--- src/rtl/pipe_source.sv ---
// Valid/ready stream source: emits num_items beats of an arithmetic sequence
// (start, step) with an optional idle gap between beats.
//
// state | meaning
// IDLE  | waiting for start_i, config not yet captured
// SEND  | beat presented, waiting for pipe_out_rdy
// GAP   | idle cycles between beats, gap counter running
// DONE  | one-cycle end-of-run pulse
module pipe_source #(
  parameter int DATA_W = 5,
  parameter int CNT_W  = 8,
  parameter int GAP_W  = 4
) (
  input  logic              clk_i,
  input  logic              reset_ni,
  input  logic              start_i,
  input  logic              abort_i,
  input  logic [CNT_W-1:0]  num_items_i,
  input  logic [DATA_W-1:0] start_val_i,
  input  logic [DATA_W-1:0] step_i,
  input  logic [GAP_W-1:0]  gap_i,
  output logic [DATA_W-1:0] output_val,
  output logic              pipe_out_valid,
  input  logic              pipe_out_rdy,
  output logic              busy_o,
  output logic              done_o,
  output logic              aborted_o,
  output logic [CNT_W-1:0]  sent_count_o
);

  typedef enum logic [1:0] {IDLE, SEND, GAP, DONE} state_e;

  state_e            state_q, state_d;
  logic [DATA_W-1:0] val_q, val_d;
  logic [DATA_W-1:0] step_q, step_d;
  logic [CNT_W-1:0]  num_q, num_d;
  logic [CNT_W-1:0]  cnt_q, cnt_d;
  logic [GAP_W-1:0]  gap_q, gap_d;
  logic [GAP_W-1:0]  gcnt_q, gcnt_d;
  logic              valid_q, valid_d;
  logic              aborted_q, aborted_d;

  logic xfer;
  logic last_beat;

  assign xfer = valid_q & pipe_out_rdy;
  // Compared against num-1 so a full-scale num_items never needs a wider counter.
  assign last_beat = (cnt_q == num_q - CNT_W'(1));

  always_comb begin
    state_d   = state_q;
    val_d     = val_q;
    step_d    = step_q;
    num_d     = num_q;
    cnt_d     = cnt_q;
    gap_d     = gap_q;
    gcnt_d    = gcnt_q;
    valid_d   = valid_q;
    aborted_d = aborted_q;
    case (state_q)
      IDLE: begin
        valid_d = 1'b0;
        if (start_i) begin
          num_d     = num_items_i;
          val_d     = start_val_i;
          step_d    = step_i;
          gap_d     = gap_i;
          cnt_d     = '0;
          aborted_d = 1'b0;
          if (num_items_i == '0) begin
            state_d = DONE;
          end else begin
            state_d = SEND;
            valid_d = 1'b1;
          end
        end
      end
      SEND: begin
        // Abort only takes effect on a transfer edge so a presented beat is never withdrawn.
        if (xfer) begin
          cnt_d = cnt_q + CNT_W'(1);
          val_d = val_q + step_q;
          if (last_beat) begin
            state_d = DONE;
            valid_d = 1'b0;
          end else if (abort_i) begin
            state_d   = DONE;
            valid_d   = 1'b0;
            aborted_d = 1'b1;
          end else if (gap_q == '0) begin
            valid_d = 1'b1;
          end else begin
            state_d = GAP;
            valid_d = 1'b0;
            gcnt_d  = gap_q;
          end
        end
      end
      GAP: begin
        if (abort_i) begin
          state_d   = DONE;
          aborted_d = 1'b1;
        end else if (gcnt_q == GAP_W'(1)) begin
          state_d = SEND;
          valid_d = 1'b1;
        end else begin
          gcnt_d = gcnt_q - GAP_W'(1);
        end
      end
      DONE: begin
        state_d = IDLE;
      end
      default: begin
        state_d = IDLE;
        valid_d = 1'b0;
      end
    endcase
  end

  always_ff @(posedge clk_i or negedge reset_ni) begin
    if (!reset_ni) begin
      state_q   <= IDLE;
      val_q     <= '0;
      step_q    <= '0;
      num_q     <= '0;
      cnt_q     <= '0;
      gap_q     <= '0;
      gcnt_q    <= '0;
      valid_q   <= 1'b0;
      aborted_q <= 1'b0;
    end else begin
      state_q   <= state_d;
      val_q     <= val_d;
      step_q    <= step_d;
      num_q     <= num_d;
      cnt_q     <= cnt_d;
      gap_q     <= gap_d;
      gcnt_q    <= gcnt_d;
      valid_q   <= valid_d;
      aborted_q <= aborted_d;
    end
  end

  assign output_val     = val_q;
  assign pipe_out_valid = valid_q;
  assign busy_o         = (state_q != IDLE);
  assign done_o         = (state_q == DONE);
  assign aborted_o      = aborted_q;
  assign sent_count_o   = cnt_q;

endmodule

--- config.mk ---
export PLATFORM = sky130hd
export DESIGN_NAME = pipe_source
export DESIGN_NICKNAME = d
export VERILOG_FILES = /design/src/rtl/pipe_source.sv
export SDC_FILE = /design/constraint.sdc
export NUM_CORES = 1
export LEC_CHECK = 0
export ABC_AREA = 1
export BUFFER_PORTS_ARGS = -buffer_cell sky130_fd_sc_hd__buf_2
export CAP_MARGIN = 0
export CORE_MARGIN = 5
export CORE_UTILIZATION = 52
export CTS_BUF_LIST = sky130_fd_sc_hd__clkbuf_4
export DETAILED_ROUTE_END_ITERATION = 16
export PLACE_DENSITY = 0.8
export SYNTH_ARGS = -nofsm -noshare
export SYNTH_HDL_FRONTEND = slang
export SYNTH_SLANG_ARGS = --single-unit
--- constraint.sdc ---
create_clock -name clk_i -period 1.8 [get_ports clk_i]
set_input_delay 0.18 -clock clk_i [delete_from_list [all_inputs] [get_ports clk_i]]
set_output_delay 0.18 -clock clk_i [all_outputs]
set_load 0.01 [all_outputs]
# ---- Word-level counts from Yosys, hierarchy flattened
# Cells that the tools add are included.
dict set report totals {
  ff_bits 38
  latch_bits 0
  ramBits 0
  romBits 0
  inputBits 27
  output_inout_bits 17
  word_cells 78
  memories 0
}
dict set report op_classes {
  n_addsub 4
  mul 0
  div 0
  magnitude_cmp 0
  eq_ne 15
  shifts 0
  mux 36
  n_bitwise 1
  reduce_logical 13
}
# operator count
set ops {}
lappend ops {{$mux W4} 6}
lappend ops {{$mux W2} 8}
lappend ops {{$mux W8} 2}
lappend ops {{$ne A2 B2 Y1 const B} 8}
lappend ops {{$pmux W8 S2} 1}
lappend ops {{$mux W1} 12}
lappend ops {{$reduce_and A4 Y1} 3}
lappend ops {{$mux W5} 2}
lappend ops {{$pmux W5 S2} 1}
lappend ops {{$add A8 B1 Y8 const B} 1}
lappend ops {{$eq A8 B8 Y1} 1}
lappend ops {{$logic_not A8 Y1} 1}
lappend ops {{$pmux W2 S4} 1}
lappend ops {{$pmux W4 S2} 1}
lappend ops {{$sub A8 B1 Y8 const B} 1}
lappend ops {{$reduce_and A7 Y1} 1}
lappend ops {{$pmux W1 S3} 2}
lappend ops {{$reduce_bool A2 Y1} 3}
lappend ops {{$add A5 B5 Y5} 1}
lappend ops {{$eq A2 B2 Y1 const B} 2}
lappend ops {{$eq A4 B1 Y1 const B} 1}
lappend ops {{$logic_not A4 Y1} 1}
lappend ops {{$ne A4 B4 Y1 const B} 1}
lappend ops {{$sub A4 B1 Y4 const B} 1}
lappend ops {{other kinds (7)} 7}

# ---- Longest topological paths before layout
dict set report logic_depth {
  depth_word 6
  mapped_depth 16
  mapped_depth_nobuf 16
}

# ---- Worst setup path after synthesis
# Ideal clock, no wire load.
dict set report synth_timing {
  kind {register to register}
  from {reg state_q[0]}
  to {reg cnt_q[6], in the netlist sent_count_o[6]}
  setup_ns 0.122
  arrival_time_ns 1.657
  t_required_ns 1.678
  slack_ns 0.021
  stages_incl_launch_ff 13
  path_buffers 1
  period_less_slack_ns 1.779
  cell_sequence {dfrtp_1 -> inv_1 -> ha_1 -> inv_1 -> or2_1 -> nand2_2 -> inv_2 -> o21ai_2 -> buf_6 -> nor3_4 -> nand3_2 -> nor3_1 -> nor2_1}
}
dict set report synth_via {
  elab_chain_cells 3
  word_cells_on_any_way 7
  classes_between {eq/ne (3); mux (1); reduce/logical (3)}
}
# item line
set synth_lines {}
lappend synth_lines {{start: declaration} 33} ;# state_e state_q, state_d;
lappend synth_lines {{start signal: assignment} 132} ;# state_q <= state_d;
lappend synth_lines {{$eq A2 B1 Y1 or $logic_not A2 Y1 (tied branches)} 60} ;# case (state_q)
lappend synth_lines {{$ne A2 B2 Y1 (no line) or $reduce_bool A2 Y1 (tied branches)} -}
lappend synth_lines {{$reduce_and A3 Y1 (no line)} -}
lappend synth_lines {{end signal: assignment} 136} ;# cnt_q <= cnt_d;
lappend synth_lines {{end: declaration} 37} ;# logic [CNT_W-1:0] cnt_q, cnt_d;
# Several ways; a longest one is shown, not always the timed one.
# A chain may end at the register's enable or synchronous reset.

# ---- Worst setup path in the final report
dict set report layout_timing {
  from {reg state_q[0]}
  to {reg val_q[3], in the netlist output_val[3]}
}
dict set report layout_via {
  elab_chain_cells 3
  word_cells_on_any_way 7
  classes_between {eq/ne (3); mux (1); reduce/logical (3)}
}
# item line
set layout_lines {}
lappend layout_lines {{$eq A2 B1 Y1 or $logic_not A2 Y1 (tied branches)} 60}
lappend layout_lines {{$ne A2 B2 Y1 (no line) or $reduce_bool A2 Y1 (tied branches)} -}
lappend layout_lines {{$reduce_and A3 Y1 (no line)} -}
lappend layout_lines {{end signal: assignment} 133} ;# val_q <= val_d;
lappend layout_lines {{end: declaration} 34} ;# logic [DATA_W-1:0] val_q, val_d;
# Several ways; a longest one is shown, not always the timed one.

==> impl_metrics.csv <==
group,metric,value,unit
setup_path,worstReg2RegEnd,"output_val[3]$_DFFE_PN0P_",
layout,fill_cells,400,
yosys,synth.largest_area_cell,"sky130_fd_sc_hd__dfrtp_1",
die,die_height,79.15,um
setup_path,endpoint_kind,"register",
yosys,synth_top_family_by_area,"simple AND/OR/NAND/NOR gates",
layout,final_net_count,425,
min_path,timing.hold.worst_path_depth,2,
clock_network,clock-root-buffer,"sky130_fd_sc_hd__clkbuf_4",
power_and_ir_drop,power.density_cell_area,1785,mW/mm^2
yosys,mappedNetlistArea,0.002486,mm^2
die,die_x,79.15,um
layout,ratio_of_cells_with_drive_above_1_in_the_final_layout,0.3342,
setup_path,timing.critical_path.required,2.02,ns
yosys,synthesis.yosys.warnings,0,
yosys,synth_enable_flop_cells,0,
run,cap_violations,0,
timing,rsz0062_at_grt,"yes",
clock_network,numCtsBuffers,5,
die,design.portCount,44,
layout,area_of_the_multi_input_gates,0.001439,mm^2
yosys,synthCells,317,
placed_design,placement.cell_area,0.002856,mm^2
die,effective_utilization_at_floorplan,0.5299,
power_and_ir_drop,static_power_due_to_leakage,1.554,nW
placed_design,placement.io_buffers,43,
layout,layout.cells.most_common_list,"sky130_fd_sc_hd__nand2_1, sky130_fd_sc_hd__buf_2, sky130_fd_sc_hd__dfrtp_1, sky130_fd_sc_hd__inv_1, sky130_fd_sc_hd__nor2_1",
min_path,worst_hold_path_type,"in2reg",
timing,final_slew_viol_count,0,
yosys,synth_compound_gate_area_share,0.1102,
yosys,synth_simple_gate_area_frac,0.2899,
clock_network,clock_insertion_delay_worst_skew,0.34,ns
detailed_routing,wl_per_cell,13.15,um
yosys,synth_flop_cell,"sky130_fd_sc_hd__dfrtp_1",
global_routing,grt_util_all_layers,0.1939,
run_status,result_of_the_run,"finished, final reports clean",
yosys,yosys.area_share.adder,0.07348,
timing,hold_viol_final,0,
yosys,syn-num-nets,358,
timing,finalCriticalPeriod,1.761,ns
layout,register_area,950.9,um^2
clock_network,clock_h_tree_levels,2,
layout,synthToLayoutAreaGrowth,22.80,%
clock_network,clkTransAtPathRegs,0.11,ns
setup_path,critical_path.max_fanout,6,
global_routing,initial_antenna_violation_count,0,
yosys,synth_xor_xnor_area_share,0.02818,
die,fp.coreArea,0.004692,mm^2
min_path,hold_start,"gap_i[0]",
yosys,synth_seq_area_share,0.3825,
layout,layout.core_utilization,0.6507,
yosys,synth_cell_types,37,
detailed_routing,number_of_nets_with_antenna_violations_after_routing,0,
die,core.rowCount,25,
timing,clock-skew-final,0.01033,ns
yosys,post_synth.cell_area_avg,7.843,um^2
global_routing,grt_start_max_net_pins,39,
yosys,postSynth.asyncResetShare,1.000,
timing,timing.slew.headroom,0.6758,
placed_design,gpl.final_weighted_congestion,0.9020,
timing,layout_worst_path_cycle_share,0.9784,
detailed_routing,routed_wl,5747,um
power_and_ir_drop,power.total,5.450,mW
setup_path,cp.arrival,1.98,ns
global_routing,global_route.overflow_total,0,
yosys,synthTopCellsByArea,"sky130_fd_sc_hd__dfrtp_1, sky130_fd_sc_hd__nand2_1, sky130_fd_sc_hd__ha_1",
yosys,synth.mux.area_fraction,0.03624,
clock_network,cts_sink_cnt,38,
layout,layout.cell_area.non_filler,0.003053,mm^2
setup_path,reg2reg_depth,10,
detailed_routing,first_pass_iters,4,
min_path,min_to,"gap_q[0]$_DFFE_PN0P_",
clock_network,clock_tree.buffer_depth,2,
detailed_routing,count_of_vias_placed_by_the_detailed_router,2279,
clock_network,cts_tree,"done",
setup_path,timing_worst_setup_path_type,"reg2reg",
placed_design,place.detailed.hpwl,4439,um
detailed_routing,remaining_drc_errors,0,
power_and_ir_drop,vdd_drop_max,0.001181,V
detailed_routing,initialDrtViolationCount,101,
die,die-area,0.006264,mm^2
global_routing,grt_first_pass_wirelength,9687,um
yosys,synth_top_cell_area_share,0.3825,
setup_path,regToRegSetupSlack,0.04,ns
timing,max_clock_freq,567.8,MHz
setup_path,critPathLaunchType,"register",
layout,layout_commonest_cell,"sky130_fd_sc_hd__nand2_1",
yosys,postSynthRegisterBits,38,
detailed_routing,routed_via_density,5.215,
layout,antenna-diode-count,0,
timing,worst-slew-pin-transition,0.4862,ns
setup_path,crit-reg2reg-launch,"state_q[0]$_DFFE_PN0P_",
global_routing,grt_pass1_vias,2242,
timing,setup_violations,0,
-- cells in the mapped netlist (3+ instances only) --
cell / count
sky130_fd_sc_hd__nor2_2: 4
sky130_fd_sc_hd__dfrtp_1: 38
sky130_fd_sc_hd__ha_1: 13
sky130_fd_sc_hd__nor2_1: 30
sky130_fd_sc_hd__nand3_2: 6
sky130_fd_sc_hd__xor2_1: 3
sky130_fd_sc_hd__nor3_1: 3
sky130_fd_sc_hd__nand3_1: 17
sky130_fd_sc_hd__inv_2: 3
sky130_fd_sc_hd__mux2_2: 8
sky130_fd_sc_hd__o21ai_1: 3
sky130_fd_sc_hd__xnor2_1: 5
sky130_fd_sc_hd__nand2_2: 5
sky130_fd_sc_hd__o21ai_2: 3
sky130_fd_sc_hd__nand2_1: 76
sky130_fd_sc_hd__inv_1: 39
sky130_fd_sc_hd__a21oi_1: 12
sky130_fd_sc_hd__o21ai_0: 21
-- through the flow --
stage           TNS (ns)  cells  setup WS (ns)  hold WS [ns]
6_report               0    437        0.03880       0.06029
3_3_place_gp   -0.007744    425      -0.007744        0.2578
5_1_grt          -0.5840    437       -0.08802       0.05048
4_1_cts                0    435      0.0002640       0.04616
3_5_place_dp     -0.1988    425       -0.09843        0.2595
2_1_floorplan          0    317        0.02079       -0.1156
-- worst max-delay path by stage --
stage,to,from,slack (ns)
3_5_place_dp,sent_count_o[7]$_DFFE_PN0P_,state_q[1]$_DFFE_PN0P_,-0.1
6_report,output_val[3]$_DFFE_PN0P_,state_q[0]$_DFFE_PN0P_,0.04
3_3_place_gp,sent_count_o[7]$_DFFE_PN0P_,state_q[1]$_DFFE_PN0P_,-0.008
2_1_floorplan,sent_count_o[6]$_DFFE_PN0P_,state_q[0]$_DFFE_PN0P_,0.02
4_1_cts,sent_count_o[7]$_DFFE_PN0P_,state_q[1]$_DFFE_PN0P_,0.0003
5_1_grt,pipe_out_valid$_DFFE_PN0P_,num_q[0]$_DFFE_PN0P_,-0.09
-- state kept, by name (all words and copies together), names as in the netlist --
name            cells
output_val          5
state_q             2
gcnt_q              4
num_q               8
aborted_o           1
gap_q               4
pipe_out_valid      1
step_q              5
sent_count_o        8
-- metal layers --
layer | global-route usage | vias up | part of all wire
met5 | 0 | - | 0
met4 | 0.06529 | 0 | 0.015
met3 | 0.04082 | 7 | 0.038
met2 | 0.3333 | 50 | 0.50
met1 | 0.2410 | 1062 | 0.44
li1 | - | 1160 | -
-- cell families (layout without fill, tap and decap cells) --
| group | Yosys count | count (layout) |
|---|---|---|
| muxes | 8 | 8 |
| buffers and inverters | 48 | 114 |
| AOI/OAI and AO/OA | 48 | 48 |
| and+or+nand+nor | 153 | 153 |
| adders and majority gates | 14 | 14 |
| DFF | 38 | 38 |
| xor gates and xnor gates | 8 | 8 |
-- area by class of cell --
cell class / count / share of cell area
Clock buffer: 5 / 0.01230
Clock inverter: 1 / 0.001230
Inverter: 42 / 0.05246
Multi-Input combinational cell: 231 / 0.4713
Sequential cell: 38 / 0.3115
Tap cell: 54 / 0.02213
Timing Repair Buffer: 66 / 0.1291
-- critical path: stages (launching register included) --
cell                      delay (ns)
sky130_fd_sc_hd__dfrtp_1        0.44
sky130_fd_sc_hd__inv_2          0.10
sky130_fd_sc_hd__ha_2           0.19
sky130_fd_sc_hd__inv_2          0.04
sky130_fd_sc_hd__or2_1          0.21
sky130_fd_sc_hd__nand2_2        0.09
sky130_fd_sc_hd__inv_4          0.04
sky130_fd_sc_hd__o21ai_4        0.11
sky130_fd_sc_hd__inv_1          0.17
sky130_fd_sc_hd__o21ai_0        0.13
sky130_fd_sc_hd__o21ai_0        0.12
-- timing repair --
| item | in CTS | in global routing |
|---|---|---|
| hold endpoints to repair | 38 | 0 |
| pin swaps | 6 | 7 |
| gates resized for setup | 11 | 23 |
| setup buffers | 3 | 2 |
| hold buffers | 1 | 0 |
| setup endpoints to repair | 9 | 14 |
-- report_power, final --
part           internal, mW  switching, mW
combinational          1.50           1.96
sequential             1.24          0.350
clock                 0.134          0.271
(Power assumes the default switching activity.)
